===== config.mk =====
export PLATFORM = sky130hd
export DESIGN_NAME = quant_cmd_driver
export DESIGN_NICKNAME = d
export VERILOG_FILES = /design/src/rtl/quant_cmd_driver.sv
export SDC_FILE = /design/constraint.sdc
export NUM_CORES = 1
export LEC_CHECK = 0
export ABC_AREA = 1
export BUFFER_PORTS_ARGS = -buffer_cell sky130_fd_sc_hd__buf_2
export CAP_MARGIN = 15
export CORE_UTILIZATION = 45
export CTS_CLUSTER_DIAMETER = 200
export DETAILED_ROUTE_END_ITERATION = 6
export GPL_TIMING_DRIVEN = 0
export MAX_ROUTING_LAYER = met4
export PLACE_DENSITY = 0.69
export SLEW_MARGIN = 20
export SYNTH_ARGS = -nofsm -noshare
export SYNTH_HDL_FRONTEND = slang
export SYNTH_SLANG_ARGS = --single-unit
export TNS_END_PERCENT = 50

===== constraint.sdc =====
create_clock -name clk -period 12.2 [get_ports clk]
set_clock_uncertainty 0.1 [all_clocks]
set_input_delay 1.22 -clock clk [delete_from_list [all_inputs] [get_ports clk]]
set_output_delay 1.22 -clock clk [all_outputs]
set_load 0.1 [all_outputs]

===== src/rtl/quant_cmd_driver.sv =====
// Requantization CFU initiator: loads six quant params, streams int32 accumulators through
// cmd 7 and packs the returned int8 results four per 32-bit output word.
module quant_cmd_driver #(
  parameter int unsigned INT32_SIZE    = 32,
  parameter int unsigned QUANT_LATENCY = 1,
  parameter int unsigned FIFO_DEPTH    = 8
) (
  input  logic                  clk,
  input  logic                  reset,
  input  logic                  start,
  input  logic [INT32_SIZE-1:0] cfg_bias,
  input  logic [INT32_SIZE-1:0] cfg_mult,
  input  logic [INT32_SIZE-1:0] cfg_shift,
  input  logic [INT32_SIZE-1:0] cfg_act_min,
  input  logic [INT32_SIZE-1:0] cfg_act_max,
  input  logic [INT32_SIZE-1:0] cfg_out_offset,
  output logic                  busy,
  output logic                  done,
  input  logic                  acc_valid,
  output logic                  acc_ready,
  input  logic [INT32_SIZE-1:0] acc_data,
  input  logic                  acc_last,
  output logic                  out_valid,
  input  logic                  out_ready,
  output logic [31:0]           out_data,
  output logic [2:0]            out_bytes,
  output logic                  out_last,
  output logic [6:0]            q_cmd,
  output logic [INT32_SIZE-1:0] q_inp0,
  output logic [INT32_SIZE-1:0] q_inp1,
  input  logic [INT32_SIZE-1:0] q_ret
);

  localparam int unsigned PTR_W = (FIFO_DEPTH > 1) ? $clog2(FIFO_DEPTH) : 1;
  localparam int unsigned CNT_W = $clog2(FIFO_DEPTH + 1);
  localparam logic [PTR_W-1:0] PTR_LAST = PTR_W'(FIFO_DEPTH - 1);

  localparam logic [1:0] ST_IDLE   = 2'd0;
  localparam logic [1:0] ST_LOAD   = 2'd1;
  localparam logic [1:0] ST_STREAM = 2'd2;
  localparam logic [1:0] ST_DRAIN  = 2'd3;

  logic [1:0]            r_state;
  logic                  r_busy;
  logic                  r_done;
  logic [2:0]            r_load_idx;
  logic [INT32_SIZE-1:0] r_param [6];
  logic [6:0]            r_q_cmd;
  logic [INT32_SIZE-1:0] r_q_inp1;
  logic [QUANT_LATENCY:0] r_pipe_v;
  logic [QUANT_LATENCY:0] r_pipe_l;

  logic [8:0]            r_fifo [FIFO_DEPTH];
  logic [PTR_W-1:0]      r_wptr;
  logic [PTR_W-1:0]      r_rptr;
  logic [CNT_W-1:0]      r_count;

  logic [31:0]           r_out_data;
  logic [2:0]            r_out_bytes;
  logic                  r_out_valid;
  logic                  r_out_last;

  logic                  w_acc_hs;
  logic                  w_out_hs;
  logic                  w_push;
  logic                  w_pop;
  logic [8:0]            w_pop_entry;
  logic [31:0]           w_inflight;
  logic [31:0]           w_pk_data;
  logic [2:0]            w_pk_bytes;
  logic                  w_pk_valid;
  logic                  w_pk_last;
  logic                  w_unused;

  // Credit counts results still travelling through the responder, so the FIFO can never overflow
  always_comb begin
    w_inflight = '0;
    for (int unsigned k = 0; k <= QUANT_LATENCY; k++) begin
      w_inflight = w_inflight + 32'(r_pipe_v[k]);
    end
  end

  assign acc_ready   = (r_state == ST_STREAM) && ((32'(r_count) + w_inflight) < FIFO_DEPTH);
  assign w_acc_hs    = acc_valid && acc_ready;
  assign w_out_hs    = r_out_valid && out_ready;
  assign w_push      = r_pipe_v[QUANT_LATENCY];
  assign w_pop       = (r_count != '0) && (!r_out_valid || out_ready);
  assign w_pop_entry = r_fifo[r_rptr];
  assign w_unused    = ^q_ret[INT32_SIZE-1:8];

  always_ff @(posedge clk) begin
    if (reset) begin
      r_state    <= ST_IDLE;
      r_busy     <= 1'b0;
      r_done     <= 1'b0;
      r_load_idx <= '0;
      r_q_cmd    <= '0;
      r_q_inp1   <= '0;
      r_pipe_v   <= '0;
      r_pipe_l   <= '0;
    end else begin
      r_done   <= 1'b0;
      r_q_cmd  <= '0;
      r_q_inp1 <= '0;
      r_pipe_v <= {r_pipe_v[QUANT_LATENCY-1:0], w_acc_hs};
      r_pipe_l <= {r_pipe_l[QUANT_LATENCY-1:0], w_acc_hs && acc_last};
      case (r_state)
        ST_IDLE: begin
          if (start) begin
            r_busy     <= 1'b1;
            r_load_idx <= '0;
            r_state    <= ST_LOAD;
          end
        end
        ST_LOAD: begin
          r_q_cmd    <= 7'(r_load_idx) + 7'd1;
          r_q_inp1   <= r_param[r_load_idx];
          r_load_idx <= r_load_idx + 3'd1;
          if (r_load_idx == 3'd5) r_state <= ST_STREAM;
        end
        ST_STREAM: begin
          if (w_acc_hs) begin
            r_q_cmd  <= 7'd7;
            r_q_inp1 <= acc_data;
            if (acc_last) r_state <= ST_DRAIN;
          end
        end
        default: begin
          if (w_out_hs && r_out_last) begin
            r_done  <= 1'b1;
            r_busy  <= 1'b0;
            r_state <= ST_IDLE;
          end
        end
      endcase
    end
  end

  // Parameters persist across reset, matching the responder which keeps them too
  always_ff @(posedge clk) begin
    if (!reset && r_state == ST_IDLE && start) begin
      r_param[0] <= cfg_bias;
      r_param[1] <= cfg_mult;
      r_param[2] <= cfg_shift;
      r_param[3] <= cfg_act_min;
      r_param[4] <= cfg_act_max;
      r_param[5] <= cfg_out_offset;
    end
  end

  always_ff @(posedge clk) begin
    if (w_push) r_fifo[r_wptr] <= {r_pipe_l[QUANT_LATENCY], q_ret[7:0]};
  end

  // A pop may land in lane 0 in the same cycle the held word is handshaken
  always_comb begin
    w_pk_data  = r_out_data;
    w_pk_bytes = r_out_bytes;
    w_pk_valid = r_out_valid;
    w_pk_last  = r_out_last;
    if (w_out_hs) begin
      w_pk_data  = '0;
      w_pk_bytes = '0;
      w_pk_valid = 1'b0;
      w_pk_last  = 1'b0;
    end
    if (w_pop) begin
      w_pk_data[{w_pk_bytes[1:0], 3'b000} +: 8] = w_pop_entry[7:0];
      w_pk_bytes = w_pk_bytes + 3'd1;
      if (w_pk_bytes == 3'd4 || w_pop_entry[8]) begin
        w_pk_valid = 1'b1;
        w_pk_last  = w_pop_entry[8];
      end
    end
  end

  always_ff @(posedge clk) begin
    if (reset) begin
      r_wptr      <= '0;
      r_rptr      <= '0;
      r_count     <= '0;
      r_out_data  <= '0;
      r_out_bytes <= '0;
      r_out_valid <= 1'b0;
      r_out_last  <= 1'b0;
    end else begin
      if (w_push) r_wptr <= (r_wptr == PTR_LAST) ? '0 : r_wptr + 1'b1;
      if (w_pop)  r_rptr <= (r_rptr == PTR_LAST) ? '0 : r_rptr + 1'b1;
      case ({w_push, w_pop})
        2'b10:   r_count <= r_count + CNT_W'(1);
        2'b01:   r_count <= r_count - CNT_W'(1);
        default: r_count <= r_count;
      endcase
      r_out_data  <= w_pk_data;
      r_out_bytes <= w_pk_bytes;
      r_out_valid <= w_pk_valid;
      r_out_last  <= w_pk_last;
    end
  end

  always_ff @(posedge clk) begin
    if (!reset) assert (!(w_push && !w_pop && r_count == CNT_W'(FIFO_DEPTH)));
  end

  assign busy      = r_busy;
  assign done      = r_done;
  assign out_valid = r_out_valid;
  assign out_data  = r_out_data;
  assign out_bytes = r_out_bytes;
  assign out_last  = r_out_last;
  assign q_cmd     = r_q_cmd;
  assign q_inp0    = '0;
  assign q_inp1    = r_q_inp1;

endmodule


==> impl.org <==
** Status
- The flow ran to the end, and the final reports show no timing, DRC or antenna violations.

** Flow run
- Max Cap Violations :: 0

** Placement
- The congestion estimate from routability-driven global placement came to 0.912.
- OpenSTA, run right after detailed placement, puts the worst setup slack at 8.29 ns.
- Number of I/O port buffers :: 313
- Detailed placement ended at an HPWL of 27.4 mm.
- Once placement finished, the instance area stood at 17300 µm².
- Instance count after placement with tap cells included :: 2183

** Clocking
- Hold repair after CTS inserted 0 buffers.
- Root Buffer :: clkbuf_16
- Insertion delay of the later-clocked pin in the worst-skew pair :: 0.54 ns
- Clock transition time at the flip-flop clock pins of the worst setup and hold paths :: 0.06 ns
- The longest clock path from root to sink contains 3 buffers.
- Post-CTS resize count :: 0
- TritonCTS clock tree :: built
- Number of clock buffers inserted by TritonCTS :: 38
- CTS built an H-tree with a depth of 2.
- Buffer count from post-CTS setup fixing :: 0
- TritonCTS sink count :: 364

** Global route
- Antenna violations before repair :: 13
- Global-route wire length before repair :: 56.6 mm
- Via count of the first global-routing pass :: 10700
- Total global-route track usage :: 22.6%
- Sum of overflow across all layers after global routing :: 0
- Maximum number of pins on one net before global-route repair :: 30

** Floorplan
- In this run the horizontal extent of the chip is 184 µm.
- Number of top-level pins :: 373
- The die covers 33800 µm².
- Total core area :: 32500 µm²
- Total number of placement rows :: 66
- Once the floorplan was initialized, standard cells occupied 45.8% of the core.
- From bottom edge to top edge, the die measures 184 µm.

** Layout
- Post-layout nets :: 2065
- Final core occ :: 57.1%
- Of the cells placed in the final design, the portion with a size suffix greater than 1 is 26.6%.
- Number of standard cells in the layout, taps in and fillers out :: 2264
- Final cell area excluding filler cells :: 18600 µm²
- Layout Area Growth over Synthesis :: 24.8%

** Power and ir drop
- Power share of the clock group :: 29.2%
- Power Density :: 212 nW/µm²
- The completed layout was analyzed and its total power is 3.94 mW.
- Sw Share :: 37.1%
- The share of total power dissipated in sequential elements is 38.7%.
- Comb pwr share :: 32.1%
- In this run the static leakage power is 7.77 nW.
- For this design the total switching power over the nets is 1.46 mW.
- The worst-case IR drop observed on VDD is 0.153 mV.
- Cell internal power was estimated by the tool at 2.48 mW.

** Yosys
- EDFF count, synth :: 264
- The synthesized design spends more area on one cell type than any other, namely edfxtp_1.
- During synthesis, Yosys emitted a total of 0 warnings.
- Yosys instantiated no cell more often than edfxtp_1.
- Synth unique cells :: 38
- A synthesized cell averages 10.7 µm².
- After synthesis, the cell types taking the most area are edfxtp_1 (53%), dfxtp_1 (13%), nand2_1 (5.2%).
- Mapped Cells :: 1387
- Count of state elements after synthesis :: 364
- Proportion of register bits with asynchronous set or reset after synthesis :: 0%
- Sequential elements use 66.7% of the synthesized area.
- Area share of the leading cell type in the synthesized netlist :: 53.2%
- Summing every instance area after synthesis gives 14900 µm².
- In the synthesized netlist, the cells that appear most often are edfxtp_1 (264), nand2_1 (205), nor2_1 (201).
- Predominant post-synthesis flop cell :: edfxtp_1

** Timing
- The number of slew-limit violations in the final report was 0.
- Hold is met by 0.307 ns.
- Across all setup checks in the final design, the least slack found is 8.83 ns.
- The worst pin sits at a relative slew slack of 33.9%.
- Post-route setup TNS :: 0 ns
- Transition time of the tightest slew-check pin :: 0.987 ns
- Based on the critical path, the design can be clocked at up to 297 MHz.
- The number of hold violations in the final report came to 0.
- The worst path uses 27.6% of the clock period.
- Minimum clock period :: 3.37 ns
- Setup repair after global routing left no endpoint under its margin.
- Final setup violating endpoints :: 0

** Critical path
- STA classifies the critical path endpoint as a flip-flop.
- Data arrives at the worst endpoint at 3.50 ns.
- The critical path is of the in2reg type.
- STA classifies the critical path startpoint as an input port.
- Maximum fanout count along the critical path :: 29
- Required time at the worst-slack endpoint :: 12.33 ns

** Routing
- Dividing the detail-routed wire length by the instance count gives 16.6 µm.
- In this run, the number of DRC markers left after iteration 0 of detailed routing was 684.
- Dividing the detail-routed via count by the number of cells gives 4.90.
- The routed layout has 11100 vias.
- Before antenna repair, the detailed router went through 5 iterations.
- After detailed routing, the total wire length is 37.5 mm.
- After detailed routing, the number of remaining DRC violations is 0.
- The count of nets left with antenna violations once routing finished came out at 0.

** Worst hold path
- In this run the worst hold path is classified as reg2reg.
## power groups by stage
stage	Sequential, mW	Clock, mW	Combinational (mW)
floorplan	1.79	0	0.706
global placement	1.60	0	1.21
detailed placement	1.55	0	1.26
CTS	1.52	1.17	1.27
global route	1.53	1.22	1.38
finish	1.52	1.15	1.26
## area by class of cell
class | instances | area [µm²]
Clock buffer | 49 | 1040
Multi-Input combinational cell | 851 | 4030
Clock inverter | 19 | 193
Fill cell | 2782 | 14000
Sequential cell | 364 | 9930
Timing Repair Buffer | 320 | 1730
Antenna cell | 13 | 32.5
Buffer | 103 | 679
Inverter | 103 | 394
Tap cell | 442 | 553
## layout by cell type (no fill, tap or decap), types with 13 or more instances in the layout
master / count
buf_2: 333
edfxtp_1: 264
nand2_1: 205
nor2_1: 199
nand3_1: 110
dfxtp_1: 100
inv_1: 96
o21ai_1: 88
a21oi_1: 86
o21ai_0: 55
buf_4: 41
clkbuf_16: 39
conb_1: 35
clkbuf_1: 30
ha_1: 21
nand4_1: 17
diode_2: 13
buf_6: 13
## kinds of logic after synthesis
kind of cell | after synthesis | share of synthesized area [%]
AND/OR/NAND/NOR | 559 | 16.2
buffers and inverters | 206 | 7.21
adder cells (fa/ha/maj) | 22 | 1.90
flip-flops | 364 | 66.7
XOR/XNOR | 1 | 0.0588
other | 1 | 0.0252
AO/OA/AOI/OAI | 234 | 7.96
## critical path: stages
cell	delay, ns
buf_2	0.12
clkbuf_1	0.27
nor2_4	0.55
buf_12	0.27
buf_16	0.20
buf_12	0.20
buf_16	0.20
buf_12	0.20
buf_12	0.21
## state kept, by name, indices dropped and copies added (netlist names), named ones only
signal      cells
busy            1
done            1
out_bytes       3
out_data       32
out_last        1
out_valid       1
q_cmd           4
q_inp1         32
r_count         4
r_fifo         72
r_load_idx      3
r_param       192
r_pipe_l        2
r_pipe_v        2
r_rptr          3
r_state         2
r_wptr          3
## final timing paths
kind / slack [ns] / cells after the start / endpoint / start
setup / recovery: 8.83 / 9 / r_param[2][1]$_DFFE_PP_ / reset
hold / removal: 0.31 / 2 / r_pipe_l[1]$_SDFF_PP0_ / r_pipe_l[0]$_SDFF_PP0_
setup reg to reg: 9.20 / 10 / r_param[2][1]$_DFFE_PP_ / r_state[1]$_SDFFE_PP0P_
hold reg to reg: 0.31 / 2 / r_pipe_l[1]$_SDFF_PP0_ / r_pipe_l[0]$_SDFF_PP0_
## per-layer routing
| metal | vias to the layer above | share of wire [%] | track usage [%] |
|---|---|---|---|
| met5 | - | 0 | - |
| met4 | 0 | 3.4 | 9.53 |
| met3 | 80 | 7.6 | 5.03 |
| met2 | 453 | 49 | 37.8 |
| met1 | 5113 | 40 | 26.4 |
| li1 | 5451 | - | - |
Power figures use the tool's default switching activity.
